<file path="src/rtl/wishbone_nn_spike_sequencer.sv">
// Wishbone-fed spike sequencer: tagged neuron/synapse IDs are queued in a FIFO and
// replayed as timed per-channel address pulses, with optional loop replay.
module wishbone_nn_spike_sequencer #(
    parameter int          ID_W      = 8,
    parameter int          NUM_CH    = 2,
    parameter int          DEPTH     = 16,
    parameter logic [31:0] ADDR_BASE = 32'h3000_0000
) (
    input  logic                     wb_clk_i,
    input  logic                     wb_rst_i,
    input  logic                     wbs_stb_i,
    input  logic                     wbs_cyc_i,
    input  logic                     wbs_we_i,
    input  logic [3:0]               wbs_sel_i,
    input  logic [31:0]              wbs_dat_i,
    input  logic [31:0]              wbs_adr_i,
    output logic                     wbs_ack_o,
    output logic [31:0]              wbs_dat_o,
    output logic [NUM_CH*ID_W-1:0]   syn_addr,
    output logic [NUM_CH-1:0]        syn_valid,
    output logic                     busy,
    output logic                     irq
);

    localparam int CH_W = (NUM_CH > 1) ? $clog2(NUM_CH) : 1;
    localparam int PW   = $clog2(DEPTH);
    localparam int CW   = PW + 1;
    localparam int EW   = CH_W + ID_W;

    typedef enum logic [1:0] {S_IDLE, S_DRIVE, S_GAP} state_t;

    state_t          state_q, state_d;
    logic [7:0]      tmr_q, tmr_d;
    logic [7:0]      gap_lat_q, gap_lat_d;
    logic [PW-1:0]   wptr_q, wptr_d, rptr_q, rptr_d, push_slot;
    logic [CW-1:0]   cnt_q, cnt_d;
    logic [EW-1:0]   mem_q [DEPTH];
    logic [EW-1:0]   head, push_entry;
    logic [CH_W-1:0] out_ch_q;
    logic [ID_W-1:0] out_id_q;

    logic            ack_q, req_we_q, irq_q, irq_d;
    logic [31:0]     rdat_q, rdat_d, rd_word;
    logic [2:0]      req_off_q;
    logic [31:0]     req_dat_q;
    logic            en_q, loop_q, ovf_q;
    logic [7:0]      plen_q, gap_q;
    logic [31:0]     ev_q;

    logic sel, req_new, wr_commit, push_req, ctrl_wr, stat_wr, ev_wr, flush;
    logic pop, repush, push_ok, drop, ev_inc, empty, full;
    logic unused_ok;

    assign sel     = wbs_stb_i & wbs_cyc_i & (wbs_adr_i[31:5] == ADDR_BASE[31:5]);
    assign req_new = sel & ~ack_q;

    // Bus side effects commit at the end of the ack cycle from the latched request.
    assign wr_commit = ack_q & req_we_q;
    assign push_req  = wr_commit && (req_off_q == 3'd0);
    assign ctrl_wr   = wr_commit && (req_off_q == 3'd1);
    assign stat_wr   = wr_commit && (req_off_q == 3'd2);
    assign ev_wr     = wr_commit && (req_off_q == 3'd3);
    assign flush     = ctrl_wr & req_dat_q[2];

    assign empty      = (cnt_q == '0);
    assign full       = (cnt_q == CW'(DEPTH));
    assign head       = mem_q[rptr_q];
    assign push_entry = {req_dat_q[16 +: CH_W], req_dat_q[0 +: ID_W]};

    assign unused_ok = ^{wbs_sel_i, wbs_adr_i[1:0], req_dat_q};

    always_comb begin
        state_d   = state_q;
        tmr_d     = tmr_q;
        gap_lat_d = gap_lat_q;
        pop       = 1'b0;
        ev_inc    = 1'b0;
        case (state_q)
            S_IDLE: begin
                if (en_q && !empty) begin
                    pop       = 1'b1;
                    state_d   = S_DRIVE;
                    tmr_d     = (plen_q == 8'd0) ? 8'd0 : plen_q - 8'd1;
                    gap_lat_d = gap_q;
                end
            end
            S_DRIVE: begin
                if (tmr_q == 8'd0) begin
                    ev_inc = 1'b1;
                    if (gap_lat_q != 8'd0) begin
                        state_d = S_GAP;
                        tmr_d   = gap_lat_q - 8'd1;
                    end else begin
                        state_d = S_IDLE;
                    end
                end else begin
                    tmr_d = tmr_q - 8'd1;
                end
            end
            S_GAP: begin
                if (tmr_q == 8'd0) state_d = S_IDLE;
                else               tmr_d   = tmr_q - 8'd1;
            end
            default: state_d = S_IDLE;
        endcase
        if (flush) begin
            state_d = S_IDLE;
            pop     = 1'b0;
        end
    end

    // A loop re-push takes the tail slot first; a coincident bus push lands behind it.
    always_comb begin
        repush    = pop & loop_q;
        push_ok   = push_req & ~full;
        drop      = push_req & full;
        push_slot = repush ? wptr_q + PW'(1) : wptr_q;
        wptr_d    = wptr_q + PW'(repush) + PW'(push_ok);
        rptr_d    = rptr_q + PW'(pop);
        cnt_d     = cnt_q + CW'(push_ok) - CW'(pop & ~loop_q);
        if (flush) begin
            wptr_d = '0;
            rptr_d = '0;
            cnt_d  = '0;
        end
        irq_d = en_q & ~loop_q & (cnt_q == CW'(1)) & (cnt_d == '0);
    end

    always_comb begin
        case (wbs_adr_i[4:2])
            3'd1:    rd_word = {8'd0, gap_q, plen_q, 5'd0, 1'b0, loop_q, en_q};
            3'd2:    rd_word = {13'd0, ovf_q, full, empty, 7'd0, 9'(cnt_q)};
            3'd3:    rd_word = ev_q;
            default: rd_word = '0;
        endcase
        rdat_d = (req_new && !wbs_we_i) ? rd_word : '0;
    end

    always_ff @(posedge wb_clk_i) begin
        if (wb_rst_i) begin
            ack_q     <= 1'b0;
            req_we_q  <= 1'b0;
            rdat_q    <= '0;
            en_q      <= 1'b0;
            loop_q    <= 1'b0;
            plen_q    <= '0;
            gap_q     <= '0;
            ovf_q     <= 1'b0;
            ev_q      <= '0;
            wptr_q    <= '0;
            rptr_q    <= '0;
            cnt_q     <= '0;
            state_q   <= S_IDLE;
            tmr_q     <= '0;
            gap_lat_q <= '0;
            irq_q     <= 1'b0;
        end else begin
            ack_q     <= req_new;
            req_we_q  <= req_new & wbs_we_i;
            rdat_q    <= rdat_d;
            wptr_q    <= wptr_d;
            rptr_q    <= rptr_d;
            cnt_q     <= cnt_d;
            state_q   <= state_d;
            tmr_q     <= tmr_d;
            gap_lat_q <= gap_lat_d;
            irq_q     <= irq_d;
            if (ctrl_wr) begin
                en_q   <= req_dat_q[0];
                loop_q <= req_dat_q[1];
                plen_q <= req_dat_q[15:8];
                gap_q  <= req_dat_q[23:16];
            end
            if (drop)                        ovf_q <= 1'b1;
            else if (stat_wr && req_dat_q[18]) ovf_q <= 1'b0;
            if (ev_wr)       ev_q <= '0;
            else if (ev_inc) ev_q <= ev_q + 32'd1;
        end
    end

    always_ff @(posedge wb_clk_i) begin
        if (req_new) begin
            req_off_q <= wbs_adr_i[4:2];
            req_dat_q <= wbs_dat_i;
        end
        if (repush)  mem_q[wptr_q]    <= head;
        if (push_ok) mem_q[push_slot] <= push_entry;
        if (pop)     {out_ch_q, out_id_q} <= head;
    end

    // Only the addressed channel carries the ID; out-of-range channels stay silent.
    always_comb begin
        syn_addr  = '0;
        syn_valid = '0;
        if (state_q == S_DRIVE) begin
            for (int c = 0; c < NUM_CH; c++) begin
                if (out_ch_q == CH_W'(c)) begin
                    syn_valid[c]              = 1'b1;
                    syn_addr[c*ID_W +: ID_W]  = out_id_q;
                end
            end
        end
    end

    assign wbs_ack_o = ack_q;
    assign wbs_dat_o = ack_q ? rdat_q : '0;
    assign busy      = (state_q != S_IDLE);
    assign irq       = irq_q;

endmodule

</file>
<file path="config.mk">
export PLATFORM = sky130hd
export DESIGN_NAME = wishbone_nn_spike_sequencer
export DESIGN_NICKNAME = d
export VERILOG_FILES = /design/src/rtl/wishbone_nn_spike_sequencer.sv
export SDC_FILE = /design/constraint.sdc
export NUM_CORES = 1
export LEC_CHECK = 0
export CORE_ASPECT_RATIO = 1.5
export CORE_MARGIN = 1
export CORE_UTILIZATION = 58
export DETAILED_ROUTE_END_ITERATION = 16
export GPL_ROUTABILITY_DRIVEN = 0
export PLACE_DENSITY = 0.8
export SYNTH_ARGS = -nofsm -noshare
export SYNTH_HDL_FRONTEND = slang
export SYNTH_SLANG_ARGS = --single-unit
</file>
<file path="constraint.sdc">
create_clock -name wb_clk_i -period 4.3 [get_ports wb_clk_i]
set_clock_uncertainty 0.15 [all_clocks]
set_input_delay 0.43 -clock wb_clk_i [delete_from_list [all_inputs] [get_ports wb_clk_i]]
set_output_delay 0.43 -clock wb_clk_i [all_outputs]
set_load 0.005 [all_outputs]
</file>
==> impl_results.md <==
- CTS sink count: 297
- CP startpoint kind: register
- H-Tree Depth: 1
- Syn Nets: roughly 1300
- Crit Path Class: register to primary output
- # hold bufs at CTS: 0
- Chip width: about 130 um
- Hold Vio Cnt, Final: 0
- Vias per cell: around 6.1
- Pre-CTS setup slack: a little over 0.7 ns
- CTS tree: yes
- Met2 wire length: 19300 um
- DRC viols: 0
- Setup TNS: 0 ns
- Number of flops mapped to enable cells by yosys: 180
- Worst R2R End: irq
- Clock-pin slew of the registers on the worst-case setup and hold paths: 0.06 ns
- Top Layer Used: met4
- Register area share after synthesis: 0.537
- Pre-Repair DR Iteration Count: 5
- Netlist cell types: 66
- Outcome: finished, final reports clean
- Synth Register Bits: 297
- Top_reg_cell synth: edfxtp_1
- Synth Warn #: 0
- FMAX: between 0.2 and 0.3 GHz
- Final min period: around 3.8 ns
- Die height: around 200 um
- Fillers: 1723
- Design Power: 5.50 mW
- CP Max Fanout: 18
- Worst skew pair latency: about 0.54 ns
- Req. time, crit path: 3.72 ns
- Vias in the first global route: 10100
- Flop2flop setup slack: 0.70 ns
- Post-CTS Setup Inserts: 0
- Syn_area_per_cell: 12.5 um^2
- Post-layout nets: 1360
- CP most frequent cell: inv_1
- Row count: 70
- M1 WL: 12500 um
- Peak supply drop: around 0.37 mV
- Die ar.: 25500 um^2
- Hold path cells: 1
- Global route overflow: 0
- Worst Hold Class: input port to register
- Port bufs: 111
- Hold_ws: just under 0.3 ns
- Initial core utilization: 0.591
- Post-layout worst setup margin: between 0.5 and 0.6 ns
- Endpoint with the worst hold slack: req_dat_q[9]
- # resized after CTS: 0
- P per Cell Area: between 300 and 400 nW/um^2
- CTS Buf Count: 27
- Critical path cell sequence: inv_1 -> ha_1 -> inv_1 -> nor2_1 -> and2_1 -> clkdlybuf4s50_1
- Critical Path End Type: primary output
- Max cap viols: 0
- Post-Syn Area: ~14000 um^2
- Largest net degree at the start of global routing: 39
- Mapped Cells: 1156
- Initial antenna violation count: 0
- Slew headroom: 0.192
- Leakage: roughly 4.9 nW
- # IOs: 126
- Async S/R FF share, synth: 0
- Unrepaired setup endpoints after global routing: no
- Share of cells above drive strength 1: 0.232
- CTS root buf: clkbuf_16
- ANT nets after route: 0
- Routed len/inst: 22.1 um
- Via count: a little under 10000
- Worst-Margin Slew: 1.21 ns
- Total track usage: 0.289
- CP max-delay cell: ha_1
- Hold path startpoint: wbs_dat_i[9]
- Area delta synth->final: 16.5%
- Total wire length: around 35000 um
- Worst r2r path cells: 16
- Ant diodes: 0
- Routed length on met3: 1800 um
- Post-DP HPWL: 24400 um
- Initial DRC Count: between 600 and 700
- Max stage delay on crit path: 0.63 ns
- First-pass GRT wire length: 55300 um
- Final period util: 0.883
- CP Data Arrival Time: 3.22 ns
- Final setup violation count: 0
- Max-slew violation count: 0
- FF-to-FF Start: cnt_q[3]
- Core area: between 20000 and 25000 um^2
- Bufs on Longest Clock Path: 3
-- metrics by stage --
step,std cells,cell area (um^2),util
floorplan,1156,14400,-
global placement,1558,15900,0.652
detailed placement,1558,15900,0.652
CTS,1607,16800,0.688
global route,1607,16800,0.688
finish,1607,16800,0.688
-- registers in the layout, summed over array words and instances (netlist names), 3 cells and up --
| name | flops |
|---|---|
| mem_q | 144 |
| wptr_q | 4 |
| ev_q | 32 |
| rptr_q | 4 |
| gap_lat_q | 8 |
| out_id_q | 8 |
| cnt_q | 5 |
| req_off_q | 3 |
| tmr_q | 8 |
| rdat_q | 32 |
| gap_q | 8 |
| plen_q | 8 |
| req_dat_q | 24 |
-- cells in the mapped netlist, types with 6 or more instances --
cell type    n  share of area
mux2i_1     18          0.012
a211oi_1     6         0.0031
edfxtp_1   180           0.37
mux2_2     151           0.12
nand3_1     24         0.0083
nand2b_1     6         0.0026
and2_1      48          0.021
nand2_1     86          0.022
and3_1      23          0.010
buf_2       12         0.0042
nor3_1      23         0.0080
o21ai_0     21         0.0073
ha_1        22          0.019
clkbuf_1    42          0.011
nand3_2      9         0.0062
inv_1       25         0.0065
dfxtp_1    117           0.16
nor3b_1      7         0.0036
a21oi_1     40          0.014
mux4_2      45          0.070
xnor2_1     18          0.011
nor2_1      88          0.023
o211ai_1     6         0.0031
nor4_1      13         0.0056
xor2_1      35          0.021
nand4_1     11         0.0048
-- report_power, final --
group | leakage (nW) | internal [mW] | switching [mW]
Combinational | 2.46 | 0.0530 | 0.0324
Clock | 0.435 | 1.38 | 1.05
Sequential | 2.04 | 2.99 | 0.0000000116
-- cells by family after synthesis --
group,synth area share
DFF,0.537
buffers and inverters,0.0250
adders and majority gates,0.0218
AOI/OAI and AO/OA,0.0470
muxes,0.201
xor gates and xnor gates,0.0321
and+or+nand+nor,0.136
-- layout make-up --
| cell class | count | area (um^2) | area share |
|---|---|---|---|
| well taps | 324 | 405 | 0.0241 |
| inverters | 26 | 97.6 | 0.00580 |
| flip-flops and latches | 297 | 7750 | 0.461 |
| repair buffers | 140 | 1340 | 0.0798 |
| multi-input cells | 771 | 6340 | 0.377 |
| clock inverters | 16 | 155 | 0.00922 |
| clock buffers | 33 | 729 | 0.0434 |
-- cells in the final DEF (no fill, tap or decap), types with 5 or more instances in the layout --
cell type / count
nand3_1: 24
ha_1: 22
nor4_1: 13
inv_1: 25
nor3_1: 21
clkdlybuf4s50_1: 111
o21ai_0: 19
xor2_1: 35
mux2_2: 151
dfxtp_1: 116
o211ai_1: 6
xnor2_1: 18
mux4_2: 45
clkinv_2: 6
and4_1: 5
a21oi_1: 40
nor2_1: 88
buf_4: 28
a22oi_1: 5
and2_1: 48
nand2b_1: 6
clkinv_1: 5
mux2i_1: 18
nand3_2: 9
and3_1: 23
nand4_1: 11
a211oi_1: 6
nand2_1: 86
edfxtp_1: 180
clkbuf_16: 28
nor3b_1: 7
-- how the worst max path moves through the flow --
stage                   from            to  slack (ns)  cells after the start
5_1_grt           state_q[1]   syn_addr[3]        0.33                      6
4_1_cts           state_q[1]   syn_addr[3]        0.52                      6
3_5_place_dp        cnt_q[3]           irq        0.72                     16
2_1_floorplan  wbs_adr_i[20]  req_dat_q[0]        0.95                      3
3_3_place_gp        cnt_q[3]           irq        0.81                     16
6_report          state_q[1]   syn_addr[3]        0.50                      6
-- critical path, delay by kind of cell, from the launching register on --
family / cells / cell delay, ns
fa+ha+maj: 1 / 0.63
simple gates: 2 / 0.71
buf+inv: 3 / 1.01
flops: 1 / 0.32
-- routing by layer --
layer,up-vias,global-route usage
met5,-,0
met4,0,0.152
met3,100,0.0340
met2,315,0.533
met1,4886,0.317
li1,4489,-
Power figures use the tool's default switching activity.
